--- config.mk ---
export PLATFORM = sky130hd
export DESIGN_NAME = rca_seq_ctrl
export DESIGN_NICKNAME = d
export VERILOG_FILES = /design/src/rtl/rca_seq_pkg.sv /design/src/rtl/RCA.sv /design/src/rtl/rca_seq_ctrl.sv
export SDC_FILE = /design/constraint.sdc
export NUM_CORES = 1
export LEC_CHECK = 0
export CORE_ASPECT_RATIO = 1.25
export CORE_UTILIZATION = 40
export CTS_CLUSTER_SIZE = 12
export DETAILED_ROUTE_END_ITERATION = 12
export PLACE_DENSITY = 0.72
export RECOVER_POWER = 25
export SKIP_LAST_GASP = 1
export SLEW_MARGIN = 30
export SYNTH_ARGS = -nofsm -noshare
export SYNTH_HDL_FRONTEND = slang
export SYNTH_SLANG_ARGS = --single-unit
--- constraint.sdc ---
create_clock -name clk -period 3.2 [get_ports clk]
set_input_delay 0.8 -clock clk [delete_from_list [all_inputs] [get_ports clk]]
set_output_delay 0.8 -clock clk [all_outputs]
set_load 0.03 [all_outputs]
--- src/rtl/rca_seq_pkg.sv ---
// ----------------------------------------------------------------------------
// rca_seq_pkg
//   Shared definitions for the sliced ripple-carry add/subtract sequencer:
//   FSM state encodings, the default slice width and a helper that derives
//   the full operand width from the slice geometry.
// ----------------------------------------------------------------------------
package rca_seq_pkg;

    // Two-bit state encodings for the sequencer FSM.
    localparam logic [1:0] ST_IDLE = 2'd0;
    localparam logic [1:0] ST_RUN  = 2'd1;
    localparam logic [1:0] ST_DONE = 2'd2;

    typedef enum logic [1:0] {
        IDLE = ST_IDLE,
        RUN  = ST_RUN,
        DONE = ST_DONE
    } state_t;

    // Width of the RCA slice; the RCA ports are hard-wired to this value.
    localparam int SLICE_W_DEF = 4;

    // Full operand width built from nslice slices of slice_w bits each.
    function automatic int total_w(input int slice_w, input int nslice);
        return slice_w * nslice;
    endfunction

endpackage

--- src/rtl/RCA.sv ---
// ----------------------------------------------------------------------------
// RCA
//   4-bit combinational ripple-carry adder: {cout, s} = a + b + cin.
//
//   Ports:
//     a    in   4  addend A
//     b    in   4  addend B
//     cin  in   1  carry into bit 0
//     s    out  4  sum
//     cout out  1  carry out of bit 3
// ----------------------------------------------------------------------------
module RCA (
    input  logic [3:0] a,
    input  logic [3:0] b,
    input  logic       cin,
    output logic [3:0] s,
    output logic       cout
);

    // c[i] is the carry into bit i; c[4] leaves the adder.
    logic [4:0] c;

    always_comb begin
        c    = '0;
        s    = '0;
        c[0] = cin;
        for (int i = 0; i < 4; i++) begin
            s[i]     = a[i] ^ b[i] ^ c[i];
            c[i + 1] = (a[i] & b[i]) | (c[i] & (a[i] ^ b[i]));
        end
        cout = c[4];
    end

endmodule

--- src/rtl/rca_seq_ctrl.sv ---
// ----------------------------------------------------------------------------
// rca_seq_ctrl
//   Multi-cycle add/subtract sequencer around a single 4-bit RCA. A wide
//   operand pair is latched on an accepted start and fed to the RCA one slice
//   per clock, LSB slice first, with the carry registered between slices so
//   the combinational carry chain never exceeds one slice.
//
//   Ports:
//     clk     in   1        rising-edge clock
//     rst_n   in   1        asynchronous active-low reset
//     start   in   1        request, sampled only while idle
//     op_sub  in   1        0: a + b + cin, 1: a - b (cin ignored)
//     a       in   TOTAL_W  operand A, latched on accepted start
//     b       in   TOTAL_W  operand B, latched on accepted start
//     cin     in   1        carry-in for add, latched on accepted start
//     busy    out  1        high while not idle (RUN and DONE)
//     done    out  1        one-cycle completion pulse
//     s       out  TOTAL_W  result, stable from done until next start
//     cout    out  1        final carry (subtract: 1 = no borrow)
// ----------------------------------------------------------------------------
module rca_seq_ctrl
    import rca_seq_pkg::*;
#(
    parameter int SLICE_W = SLICE_W_DEF,  // must stay 4 to match RCA
    parameter int NSLICE  = 4             // must be >= 2
) (
    input  logic                                    clk,
    input  logic                                    rst_n,
    input  logic                                    start,
    input  logic                                    op_sub,
    input  logic [total_w(SLICE_W, NSLICE)-1:0]     a,
    input  logic [total_w(SLICE_W, NSLICE)-1:0]     b,
    input  logic                                    cin,
    output logic                                    busy,
    output logic                                    done,
    output logic [total_w(SLICE_W, NSLICE)-1:0]     s,
    output logic                                    cout
);

    localparam int TOTAL_W = total_w(SLICE_W, NSLICE);
    localparam int IDX_W   = $clog2(NSLICE);
    localparam logic [IDX_W-1:0] LAST_IDX = IDX_W'(NSLICE - 1);

    state_t               state_q, state_d;
    logic [TOTAL_W-1:0]   a_q, a_d;
    logic [TOTAL_W-1:0]   b_q, b_d;      // already inverted for subtract
    logic                 carry_q, carry_d;
    logic [IDX_W-1:0]     idx_q, idx_d;
    logic [TOTAL_W-1:0]   s_q, s_d;
    logic                 cout_q, cout_d;

    logic [SLICE_W-1:0]   rca_a;
    logic [SLICE_W-1:0]   rca_b;
    logic [SLICE_W-1:0]   rca_s;
    logic                 rca_cout;

    // Slice mux: present slice idx_q of the latched operands to the adder.
    always_comb begin
        rca_a = '0;
        rca_b = '0;
        for (int i = 0; i < NSLICE; i++) begin
            if (idx_q == IDX_W'(i)) begin
                rca_a = a_q[i*SLICE_W +: SLICE_W];
                rca_b = b_q[i*SLICE_W +: SLICE_W];
            end
        end
    end

    RCA u_rca (
        .a    (rca_a),
        .b    (rca_b),
        .cin  (carry_q),
        .s    (rca_s),
        .cout (rca_cout)
    );

    // Next-state and datapath update.
    // NOTE: every signal is given its hold value first so no path through
    // the case leaves one unassigned, which would infer a latch.
    always_comb begin
        state_d = state_q;
        a_d     = a_q;
        b_d     = b_q;
        carry_d = carry_q;
        idx_d   = idx_q;
        s_d     = s_q;
        cout_d  = cout_q;

        case (state_q)
            IDLE: begin
                if (start) begin
                    a_d     = a;
                    // Subtract is a + ~b + 1: invert B and force the carry.
                    b_d     = op_sub ? ~b : b;
                    carry_d = op_sub ? 1'b1 : cin;
                    idx_d   = '0;
                    state_d = RUN;
                end
            end

            RUN: begin
                for (int i = 0; i < NSLICE; i++) begin
                    if (idx_q == IDX_W'(i)) begin
                        s_d[i*SLICE_W +: SLICE_W] = rca_s;
                    end
                end
                carry_d = rca_cout;
                if (idx_q == LAST_IDX) begin
                    cout_d  = rca_cout;
                    idx_d   = '0;   // no wrap path; idx restarts here
                    state_d = DONE;
                end else begin
                    idx_d = idx_q + 1'b1;
                end
            end

            DONE: begin
                state_d = IDLE;
            end

            default: begin
                state_d = IDLE;
            end
        endcase
    end

    // NOTE: state registers use non-blocking assignments so every flop
    // samples its _d value from before the edge, independent of block order.
    always_ff @(posedge clk or negedge rst_n) begin
        if (!rst_n) begin
            state_q <= IDLE;
            a_q     <= '0;
            b_q     <= '0;
            carry_q <= 1'b0;
            idx_q   <= '0;
            s_q     <= '0;
            cout_q  <= 1'b0;
        end else begin
            state_q <= state_d;
            a_q     <= a_d;
            b_q     <= b_d;
            carry_q <= carry_d;
            idx_q   <= idx_d;
            s_q     <= s_d;
            cout_q  <= cout_d;
        end
    end

    assign busy = (state_q != IDLE);
    assign done = (state_q == DONE);
    assign s    = s_q;
    assign cout = cout_q;

endmodule

After elaboration in Yosys (flattened, before gate mapping)
Cells that the tools add are included.

Muxes and demuxes: 18. Reduce and logical (&&, ||, !) cells: 11. Bitwise gates (word level): 21. Equality and inequality tests: 7. Add/sub/neg operators: 1.

Operators by type and width (number): two-way mux 4 bit (8); two-way mux 16 bit (1); NOT 16 bit (1); AND reduction 2 bit (7); bitwise AND 1 bit (8); two-way mux 2 bit (4); one-hot mux 2 bit (2 select lines) (2); bitwise XOR 1 bit (8); == test 2 bit (second input constant) (3); == test 2 x 1 -> 1 bit (second input constant) (2); zero test 2 bit (2); inequality test 2 bit (second input constant) (2); bitwise OR 1 bit (4); nonzero test 2 bit (2); adder 2 x 1 -> 2 bit (second input constant) (1); two-way mux 1 bit (2); one-hot mux 1 bit (2 select lines) (1).

Output and inout bits: 19. Word-level logic and storage cells: 68. Bits in registers: 54.

Logic depth before layout (Yosys ltp)
Depth in word-level cells: 15. Gate-level depth with buffers: 14.

Cells and area by module
Synthesis repeated with hierarchy kept, for this count alone.

Cells, all modules: 255. Area total of the unflattened synthesis: 2591.2 sq um.

By module, submodules not included: rca_seq_ctrl (instances 1, sequential area each 1351.3 sq um, area each 2473.6 sq um, cells each 241); RCA (instances 1, sequential area each 0.0 sq um, area each 117.6 sq um, cells each 14).

Least setup slack after synthesis
Ideal clock, no wire load.

Path kind: register -> register. Start: register idx_q[0]. End: register s_q[15] (netlist: s[15]). Buffers on the path: 2. Path slack: 0.073 ns. Cell stages (with the launch flop): 14. Data arrival time: 3.002 ns. Setup time: 0.125 ns. Path through: dfrtp_1 -> inv_1 -> ha_1 -> buf_2 -> buf_2 -> a21oi_1 -> o21ai_0 -> a22oi_1 -> fa_1 -> inv_1 -> fa_1 -> fa_1 -> fa_1 -> mux2_2.

Longest elaborated chain between the ends: 13. Elaborated cells between the ends (all ways): 27. Those cells by class: eq/ne (3); mux (8); bitwise (14); reduce/logical (2).

RTL lines: start, declared (line rca_seq_ctrl.sv:48) `logic [IDX_W-1:0] idx_q, idx_d;`; start signal, assigned (line rca_seq_ctrl.sv:143) `idx_q <= idx_d;`; zero test 2 bit (line rca_seq_ctrl.sv:62) `if (idx_q == IDX_W'(i)) begin`; two-way mux 4 bit (4 in series) (line rca_seq_ctrl.sv:62); bitwise XOR 1 bit (line RCA.sv:29) `c[i + 1] = (a[i] & b[i]) | (c[i] & (a[i] ^ b[i]));`; bitwise AND 1 bit (line RCA.sv:29); bitwise OR 1 bit (line RCA.sv:29); bitwise AND 1 bit (line RCA.sv:29); bitwise OR 1 bit (line RCA.sv:29); bitwise AND 1 bit (line RCA.sv:29); bitwise OR 1 bit (line RCA.sv:29); bitwise XOR 1 bit (*) (line RCA.sv:28) `s[i] = a[i] ^ b[i] ^ c[i];`; net rca_s[3] (line rca_seq_ctrl.sv:54) `logic [SLICE_W-1:0] rca_s;`; end signal, assigned (line rca_seq_ctrl.sv:136) `s_q <= '0;`; end signal, assigned (line rca_seq_ctrl.sv:144) `s_q <= s_d;`; end, declared (line rca_seq_ctrl.sv:49) `logic [TOTAL_W-1:0] s_q, s_d;`.

Mark *: on every way through the listed nets, which the timed path passes. The rest lies on a longest branch. A chain may end at the register's enable or synchronous reset.

Worst setup path after layout
Start: register idx_q[1]. End: register s_q[7] (netlist: s[7]).

The elaborated chain is that of the path after synthesis.

==> impl_metrics.ini <==
[worst_hold_path]
hold_path_class = reg2reg
hold-path-cell-count = 2

[placement]
dp_slack_ns = -0.0270
gp_congestion = 0.902
dp_hpwl_microns = 3960
portBuffers = 55

[clock_network]
cts_sinks = 54
ctsHoldBuffers = 0
clock_path_buffers = 2
clkTransAtPathRegs_ns = 0.10
htree_levels = 2
clock-root-buffer = clkbuf_8
cts_buffers = 5
insertion_delay_ns = 0.31
cts_tree = built

[detailed_routing]
drt-pass1-iter-count = 4
wire_per_inst_microns = 13.8
via_per_inst = 4.95
vias = 1855
ant_nets = 0
dr.first_iter.drc_count = 78
drc_errors = 0
routed_wl_microns = 5160

[power]
ir_drop_mv = 0.466
p_leak_uw = 0.00139
p_per_area_nw_per_um2 = 1110
p_total_uw = 3750

[sta]
layout_setup_ws_ns = 0.112
setup_violations = 0
tightest_slew_ns = 0.969
finalCriticalPeriod_ns = 3.09
fmax_ghz = 0.324
holdWs_ns = 0.491
hold_viol_final = 0
maxSlewHeadroom = 0.354
period_share = 0.965
skew_ns = 0.0112
final_max_slew_viol_count = 0

[layout]
nets = 334
most-common-layout-cells = 54 x dfrtp_1, 54 x clkdlybuf4s50_1, 26 x mux2_2
area_growth_pct = 28.0
diodes = 0
drive_above_1_share = 0.221
n_fill_cell = 566

[logic_synthesis]
syn_area_sq_um = 2650
avgSynthCellArea_sq_um = 11.4
ys_seq_area_frac = 0.510
synth_warnings = 0
synthCells = 232
ys_seq_elements = 54
synth_fp_nets = 277
synth.distinct_cells = 29

[worst_setup_path]
cp_data_required_time_ns = 3.40
startpoint = idx_q[1]
cp_common_cell = fa_1
rr_endpoint = s[7]
endpoint_kind = flip-flop
r2r_setup_slack_ns = 0.11
path_max_fanout = 11
path_class = reg2reg
start_kind = flip-flop
r2r-start = idx_q[1]
reg2regPathDepth = 11
endpoint = s[7]
slowest_stage = fa_2
crit_chain = buf_4 -> ha_4 -> a21oi_1 -> o21ai_0 -> a22oi_1 -> fa_1 -> inv_1 -> fa_1 -> fa_1 -> fa_2 -> mux2_2
arrival_ns = 3.29
critPathMaxStageDelay_ns = 0.47

[global_route]
grt_pass1_vias = 1878
grt_antenna_before_repair = 0
grt_overflow = 0
grt_max_degree = 41
grt_pass1_wl_microns = 8850
grt_usage = 0.168

[floorplanning]
row_count = 32
coreArea_sq_um = 6290
die_area_sq_um = 6950
dieWidth_microns = 74.8
start_util = 0.421
ios = 56
die_y_microns = 93.0

[outcome]
status = complete, no violations

[job]
max-cap-violations = 0
flip-flops by register name, indices dropped and copies added (netlist names):
register  cells
state_q       2
cout          1
idx_q         2
b_q          16
carry_q       1
s            16
a_q          16
power breakdown:
group	total, uW	switching (uW)	internal [uW]
Clock	388	230	158
Combinational	2120	1120	1010
Sequential	1240	207	1030
Total	3750	1550	2200
logic make-up after synthesis:
logic type,Yosys count,synth area share
XOR/XNOR,16,0.0529
AND/OR/NAND/NOR,46,0.0818
AO/OA/AOI/OAI,56,0.141
adder cells (fa/ha/maj),8,0.0492
buffers and inverters,26,0.0543
multiplexers,26,0.111
flip-flops,54,0.510
Yosys cell counts, drive strengths merged:
master | count | area share
dfrtp | 54 | 0.51
mux2 | 26 | 0.11
a21oi | 25 | 0.066
nand2 | 20 | 0.028
o21ai | 17 | 0.032
buf | 14 | 0.037
nor2 | 13 | 0.018
xnor2 | 13 | 0.043
inv | 11 | 0.016
nor2b | 5 | 0.012
a22o | 4 | 0.013
fa | 4 | 0.030
ha | 4 | 0.019
nand3b | 4 | 0.011
o31ai | 4 | 0.011
xor2 | 3 | 0.0099
a221oi | 2 | 0.0066
a22oi | 2 | 0.0057
clkbuf | 1 | 0.0019
nand2b | 1 | 0.0024
nor3b | 1 | 0.0047
o21bai | 1 | 0.0028
o311ai | 1 | 0.0033
or2 | 1 | 0.0024
or3 | 1 | 0.0024
through the flow:
stage	utilization	TNS [ns]	instances	cell area, sq um
after floorplan	-	0	232	2650
after global placement	0.520	0	366	3270
after detailed placement	0.520	-0.0873	366	3270
after CTS	0.536	0	374	3370
after global routing	0.539	-0.0225	375	3390
final	0.539	0	375	3390
worst max-delay path: cells and delay by family, from the launching register on:
family | cells | cell delay [ns]
mux | 1 | 0.28
compound gates | 3 | 0.44
fa+ha+maj | 5 | 1.65
buf+inv | 2 | 0.20
flops | 1 | 0.41
worst min path at each step:
stage	slack [ns]	start	endpoint
final	0.49	s[8]	s[8]
after global routing	0.53	s[13]	s[13]
after CTS	0.37	rst_n	state_q[1]
after detailed placement	0.47	s[8]	s[8]
after global placement	0.46	s[12]	s[12]
after floorplan	0.48	a_q[2]	a_q[2]
what timing repair did:
item                                    4_1_cts  5_1_grt
setup buffers                                 0        1
endpoints found under the setup margin        4        4
resized for setup                             1        5
pin swaps                                     0        1
metal layers:
metal	up-vias	wire length, microns	GRT usage
met5	-	0	0
met4	0	127	0.0723
met3	9	199	0.0283
met2	48	2640	0.283
met1	897	2200	0.208
li1	901	-	-
layout make-up:
cell class	count	area [sq um]	share of cell area
timing repair buffer	65	617	0.182
tap	85	106	0.0314
sequential	54	1350	0.399
clock buffer	5	68.8	0.0203
multi-input combinational	152	1180	0.348
inverter	11	41.3	0.0122
clock inverter	3	25.0	0.00739
(Power assumes the default switching activity.)
